==> src/rtl/psg_bus_interface.sv <==
// SN76489-style host register stage: latch/data byte decode, channel register file, READY emulation.
// Optional READY handshake is enabled by defining PSG_READY_EN.
//
// state  | meaning
// S_IDLE | ready high, next falling strobe is accepted
// S_BUSY | ready low, down-counter running, strobes dropped
module psg_bus_interface #(
  parameter int COUNTER_BITS     = 10,
  parameter int ATTENUATION_BITS = 4,
  parameter int READY_CYCLES     = 32
) (
  input  logic                        clk_i,
  input  logic                        reset_i,
  input  logic [7:0]                  data_i,
  input  logic                        we_n_i,
  output logic                        ready_o,
  output logic [COUNTER_BITS-1:0]     tone_freq0_o,
  output logic [COUNTER_BITS-1:0]     tone_freq1_o,
  output logic [COUNTER_BITS-1:0]     tone_freq2_o,
  output logic [ATTENUATION_BITS-1:0] attenuation0_o,
  output logic [ATTENUATION_BITS-1:0] attenuation1_o,
  output logic [ATTENUATION_BITS-1:0] attenuation2_o,
  output logic [ATTENUATION_BITS-1:0] attenuation3_o,
  output logic [2:0]                  noise_control_o,
  output logic                        noise_reset_o
);

  if (READY_CYCLES < 1 || READY_CYCLES > 255) begin : g_bad_ready_cycles
    $error("psg_bus_interface: READY_CYCLES must be in 1..255");
  end

  logic                        we_n_d_q;
  logic                        ready;
  logic                        accept;
  logic [1:0]                  latch_ch_q, latch_ch_d;
  logic                        latch_type_q, latch_type_d;
  logic [COUNTER_BITS-1:0]     tone_q [3];
  logic [COUNTER_BITS-1:0]     tone_d [3];
  logic [ATTENUATION_BITS-1:0] atten_q [4];
  logic [ATTENUATION_BITS-1:0] atten_d [4];
  logic [2:0]                  noise_q, noise_d;
  logic                        noise_reset_q, noise_reset_d;

  assign accept = !we_n_i && we_n_d_q && ready;

  // The edge detector keeps sampling through reset so a strobe already low at release is not a new edge.
  always_ff @(posedge clk_i) begin
    we_n_d_q <= we_n_i;
  end

  always_comb begin
    latch_ch_d    = latch_ch_q;
    latch_type_d  = latch_type_q;
    tone_d        = tone_q;
    atten_d       = atten_q;
    noise_d       = noise_q;
    noise_reset_d = 1'b0;
    if (accept) begin
      if (data_i[7]) begin
        latch_ch_d   = data_i[6:5];
        latch_type_d = data_i[4];
        if (data_i[4]) begin
          atten_d[data_i[6:5]] = data_i[ATTENUATION_BITS-1:0];
        end else if (data_i[6:5] == 2'd3) begin
          noise_d       = data_i[2:0];
          noise_reset_d = 1'b1;
        end else begin
          tone_d[data_i[6:5]][3:0] = data_i[3:0];
        end
      end else begin
        if (latch_type_q) begin
          atten_d[latch_ch_q] = data_i[ATTENUATION_BITS-1:0];
        end else if (latch_ch_q == 2'd3) begin
          noise_d       = data_i[2:0];
          noise_reset_d = 1'b1;
        end else begin
          tone_d[latch_ch_q][COUNTER_BITS-1:4] = data_i[COUNTER_BITS-5:0];
        end
      end
    end
  end

  always_ff @(posedge clk_i) begin
    if (reset_i) begin
      latch_ch_q    <= 2'd0;
      latch_type_q  <= 1'b0;
      noise_q       <= 3'd0;
      noise_reset_q <= 1'b0;
      for (int i = 0; i < 3; i++) tone_q[i] <= '0;
      for (int i = 0; i < 4; i++) atten_q[i] <= '1;
    end else begin
      latch_ch_q    <= latch_ch_d;
      latch_type_q  <= latch_type_d;
      noise_q       <= noise_d;
      noise_reset_q <= noise_reset_d;
      tone_q        <= tone_d;
      atten_q       <= atten_d;
    end
  end

`ifdef PSG_READY_EN
  typedef enum logic {S_IDLE, S_BUSY} state_t;

  localparam logic [7:0] READY_LOAD = 8'(READY_CYCLES - 1);

  state_t     state_q, state_d;
  logic [7:0] cnt_q, cnt_d;

  always_ff @(posedge clk_i) begin
    if (reset_i) begin
      state_q <= S_IDLE;
      cnt_q   <= 8'd0;
    end else begin
      state_q <= state_d;
      cnt_q   <= cnt_d;
    end
  end

  always_comb begin
    state_d = state_q;
    cnt_d   = cnt_q;
    case (state_q)
      S_IDLE: begin
        if (accept) begin
          state_d = S_BUSY;
          cnt_d   = READY_LOAD;
        end
      end
      S_BUSY: begin
        if (cnt_q == 8'd0) state_d = S_IDLE;
        else               cnt_d   = cnt_q - 8'd1;
      end
      default: state_d = S_IDLE;
    endcase
  end

  assign ready = (state_q == S_IDLE);
`else
  assign ready = 1'b1;
`endif

  assign ready_o         = ready;
  assign tone_freq0_o    = tone_q[0];
  assign tone_freq1_o    = tone_q[1];
  assign tone_freq2_o    = tone_q[2];
  assign attenuation0_o  = atten_q[0];
  assign attenuation1_o  = atten_q[1];
  assign attenuation2_o  = atten_q[2];
  assign attenuation3_o  = atten_q[3];
  assign noise_control_o = noise_q;
  assign noise_reset_o   = noise_reset_q;

endmodule

==> config.mk <==
export PLATFORM = sky130hd
export DESIGN_NAME = psg_bus_interface
export DESIGN_NICKNAME = d
export VERILOG_FILES = /design/src/rtl/psg_bus_interface.sv
export SDC_FILE = /design/constraint.sdc
export NUM_CORES = 1
export LEC_CHECK = 0
export ABC_AREA = 1
export BUFFER_PORTS_ARGS = -buffer_cell sky130_fd_sc_hd__buf_2
export CORE_MARGIN = 2
export CORE_UTILIZATION = 35
export DETAILED_ROUTE_END_ITERATION = 12
export GPL_ROUTABILITY_DRIVEN = 0
export PLACE_DENSITY = 0.65
export RECOVER_POWER = 50
export SETUP_SLACK_MARGIN = 0.5
export SLEW_MARGIN = 20
export SYNTH_ARGS = -nofsm -noshare
export SYNTH_HDL_FRONTEND = slang
export SYNTH_SLANG_ARGS = --single-unit
==> constraint.sdc <==
create_clock -name clk_i -period 1.85 [get_ports clk_i]
set_clock_uncertainty 0.2 [all_clocks]
set_input_delay 0.37 -clock clk_i [delete_from_list [all_inputs] [get_ports clk_i]]
set_output_delay 0.37 -clock clk_i [all_outputs]
set_load 0.005 [all_outputs]
After elaboration in Yosys (flattened, before gate mapping)
Cells that the tools add are included.
Widths: inputs -> output; s select.

cells by class
  add/sub/neg operators = 0
  $mul = 0
  divide/modulo/power cells = 0
  $lt $le $gt $ge = 4
  equality and inequality tests = 8
  shift-type cells = 0
  multiplexer cells = 30
  bitwise gates (word level) = 3
  reductions and logical operators = 11

operators by type and width
  kind                number
  $mux 30             5
  $bwmux 30           2
  $mux 16             3
  $demux 10 s2        2
  $bwmux 16           2
  $demux 4 s2         2
  $mux 3              5
  $mux 4              3
  $mux 10             1
  $ne 2x2->1 const B  5
  $reduce_and 5->1    2
  $ge 3x3->1 const B  2
  $lt 3x1->1 const B  2
  $not 2->3           2
  $mux 1              5
  $eq 2x2->1 const B  2
  $reduce_bool 2->1   2
  $logic_and 1x1->1   3
  $reduce_and 3->1    1
  $ne 2x1->1 const B  1
  $reduce_and 2->1    1
  $reduce_or 2->1     1
  $logic_not 1->1     1
  $not 1->1           1

storage, ports and cells
  register bits = 54
  bits in latches = 0
  RAM bits = 0
  memory bits (read-only) = 0
  memories = 0

Depth between registers and ports, before layout
  depth in word-level cells = 9
  mapped depth = 9
  mapped depth without buffers = 8

Worst setup path before layout
No wires, ideal clock.

  kind = input to register
  start point = input data_i[5]
  end point = register atten_q (netlist bit attenuation3_o[0])
  setup time = 134 ps
  data arrival time = 1,149 ps
  data required time = 1,516 ps
  slack = 368 ps
  stages = 8
  buffers on the path = 1
  cells stage by stage = buf_4 > nand2_1 > nand2_1 > nand2_4 > nor2_1 > inv_1 > nand2_1 > nand3_1

on the way
  cells in the longest elaborated chain, start to end = 8
  elaborated cells between the ends (all ways) = 9
  those cells by class = 2 x order compare; 5 x mux; 1 x bitwise; 1 x reduce/logical

RTL lines
  element                                                                line  source
  start: declaration                                                     14    input logic [7:0] data_i,
  $not 2->3 (not written as such) (*)                                    63    atten_d[data_i[6:5]] = data_i[ATTENUATION_BITS-1:0];
  $ge 3x3->1 (not written as such) / $lt 3x1->1 (equally long branches)  63
  $logic_and 1x1->1 (not written as such)                                63
  $mux 4 (not written as such)                                           63
  $demux 4 s2 (*)                                                        63
  $bwmux 16 (*)                                                          63
  $mux 16 (*)                                                            62    if (data_i[4]) begin
  $mux 16 (*)                                                            59    if (data_i[7]) begin
  end signal: assignment                                                 97    atten_q <= atten_d;
  end: declaration                                                       39    logic [ATTENUATION_BITS-1:0] atten_q [4];

Mark *: on every way between the ends. The rest lies on a longest branch, timed or not. The select of a mux whose other input is x is not followed.
A chain may end at the register's enable or synchronous reset.

Worst setup path in the final report
  start point = register latch_type_q
  end point = register tone_q (netlist bit tone_freq1_o[4])

on the way
  cells in the longest elaborated chain, start to end = 2

RTL lines
  element                     line  source
  start: declaration          36    logic latch_type_q, latch_type_d;
  start signal: assignment    93    latch_type_q <= latch_type_d;
  $ne 2x2->1 (no line)        n/a
  $reduce_and 5->1 (no line)  n/a
  end signal: assignment      96    tone_q <= tone_d;
  end: declaration            37    logic [COUNTER_BITS-1:0] tone_q [3];

No other way between the ends.

==> metrics <==
cell family with most CP delay=simple AND/OR/NAND/NOR gates; Tmin final=approximately 1.5 ns; Initial Util=35.9%; post-DP HPWL=3.80 mm; largest family of logic cells by synthesized area=simple AND/OR/NAND/NOR gates; Worst Path Buf+Inv=1; most common cell after layout, fill and taps aside=nand2_1; max cap viols=0; WL final=~6.0 mm; IO Count=62; worst ir drop on vdd=450 uV; crit path capture type=flip-flop; row cnt=29; TNS Setup=0 ns; worst slack, placed=0.0423 ns; Largest stage delay, worst path=0.35 ns; hold crit path type=input pin to flip-flop; WHS=0.0824 ns; crit-path max FO=6; post-synthesis sequential area ratio=48.0%; DRC=0; share of cells above drive strength 1=33.2%; period utilization=83.1%; fin cells=between 400 and 500; Final Worst Setup Slack=0.313 ns; CTS H-tree lvls=2; Power Density=approximately 710 nW/um^2; status=finished clean; Final Hold Viols=0; DIE WIDTH=84.2 um; Crit-path slowest cell=dfxtp_2; chip height=~84 um; final core occ=50.6%; Root Driver=clkbuf_8; Crit path arrival time=1.56 ns; CP cell instances=nand2_4 > nand2_4 > nor2_1 > buf_8 > nand3_4 > nand2_2 > nand2_1 > nor2_1; Clock Tree Buf Depth=2; Synth cell types=19; Ys Warns=0; CP Launch Type=flip-flop; Synth Instances=336; area of the die=7090 um^2; Initial DRC Count=~110; Net Count, Synth=347; CTS Buf Count=5; Final setup viols=0; via density per instance=between 4 and 5; post-synthesis xor/xnor area fraction=0%; RSZ-0062 raised after global routing=true; most frequent cells in the layout=82 x nand2_1, 68 x nor2_1, 49 x buf_2; nets@finish=around 420; Mapped Area=2250 um^2; grt total ovfl=0; Sink Count=54; Core Area=approximately 6300 um^2; count of buffers from port buffering=60; Initial DRT Pass Iterations=4; Max Slew Vio Count=0; Compound-Gate Fraction of Synth Area=around 2.6%; Clk Latency, worst-skew pair=0.30 ns; pin count of the biggest net entering global routing=26; Routed Antenna Nets=0; Yosys reg bits=54; Vias=2,195; number of global-route vias before repair=about 1,900; ant diodes=0; worst reg2reg setup slack=about 0.31 ns; Synth Area per Inst=approximately 6.7 um^2; Worst EP required=about 1.9 ns; Synth Area in Adders=0%; post-synthesis mux area share=0%; P&R area growth vs syn=41.1%; fraction of the mapped netlist area in simple logic gates=38.3%; gr usage total=15.7%; initial antenna violation count=0; Setup CP Type=flip-flop to flip-flop; Reg clk slew, reported paths=0.09 ns; global-route wire length before repair=9.01 mm; wire length per cell=between 10 and 15 um; Fmax=about 0.65 GHz; placed insts=464; Pleak=1.62 nW; CTS tree=built
## cells by family (layout without fill, tap and decap cells)
logic type / Yosys count / count (layout)
buffers and inverters: 60 / 130
AO/OA/AOI/OAI: 11 / 11
AND/OR/NAND/NOR: 210 / 214
flip-flops: 54 / 54
other: 1 / 1
## synth_stat cells
master / instances / share of area (%)
a211oi_1: 1 / 0.33
a21oi_1: 3 / 0.67
buf_1: 1 / 0.17
buf_2: 8 / 1.8
buf_4: 3 / 1.0
clkbuf_1: 4 / 0.67
conb_1: 1 / 0.17
dfxtp_1: 54 / 48
inv_1: 43 / 7.2
inv_2: 1 / 0.17
nand2_1: 101 / 17
nand2_2: 1 / 0.28
nand2_4: 1 / 0.50
nand3_1: 30 / 6.7
nand3_2: 3 / 1.3
nor2_1: 73 / 12
nor2_4: 1 / 0.50
o21ai_0: 6 / 1.3
o22ai_1: 1 / 0.28
## power by group
part           switching [W]  internal, W
Combinational       0.000164    0.0000974
Sequential         0.0000130      0.00119
Clock               0.000367     0.000434
Total               0.000544      0.00172
## through the flow
stage	instance area [um^2]	total power, W
after floorplan	2350	0.00135
after global placement	2690	0.00141
after detailed placement	2690	0.00142
after CTS	2900	0.00223
after global routing	3180	0.00237
final	3180	0.00226
## state kept, by name (all words and copies together) (netlist names)
signal and cells:
attenuation1_o 4, tone_freq1_o 10, tone_freq2_o 10, we_n_d_q 1
latch_type_q 1, tone_freq0_o 10, latch_ch_q 2, attenuation0_o 4
attenuation2_o 4, noise_reset_o 1, attenuation3_o 4, noise_control_o 3
## layer usage
metal  up-vias  wire (um)  track usage (%)
met2        50       2850             25.7
li1       1156          -                -
met1       985       2790             20.6
met5         -          0                0
met4         0         37             4.99
met3         4        337             3.54
## layout make-up
class,count,area (um^2)
Fill cell,643,3100
Multi-Input combinational cell,226,1160
Sequential cell,54,1090
Timing Repair Buffer,79,543
Inverter,44,178
Tap cell,77,96.3
Clock buffer,6,82.6
Clock inverter,1,30.0
## final timing paths
path | to | from | cells past startpoint
min reg2reg | attenuation3_o[2] | attenuation3_o[2] | 2
min | latch_type_q | reset_i | 2
max reg2reg | tone_freq1_o[4] | latch_type_q | 8
max | tone_freq1_o[4] | latch_type_q | 8
## timing repair
item,4_1_cts,5_1_grt
setup endpoints to repair,58,97
gates resized for setup,25,82
gates cloned,0,4
pin swaps,3,7
buffers inserted,4,7
endpoints found under the hold margin,1,0
hold buffers,1,0
Note: power is estimated with default switching activity, not from simulation.
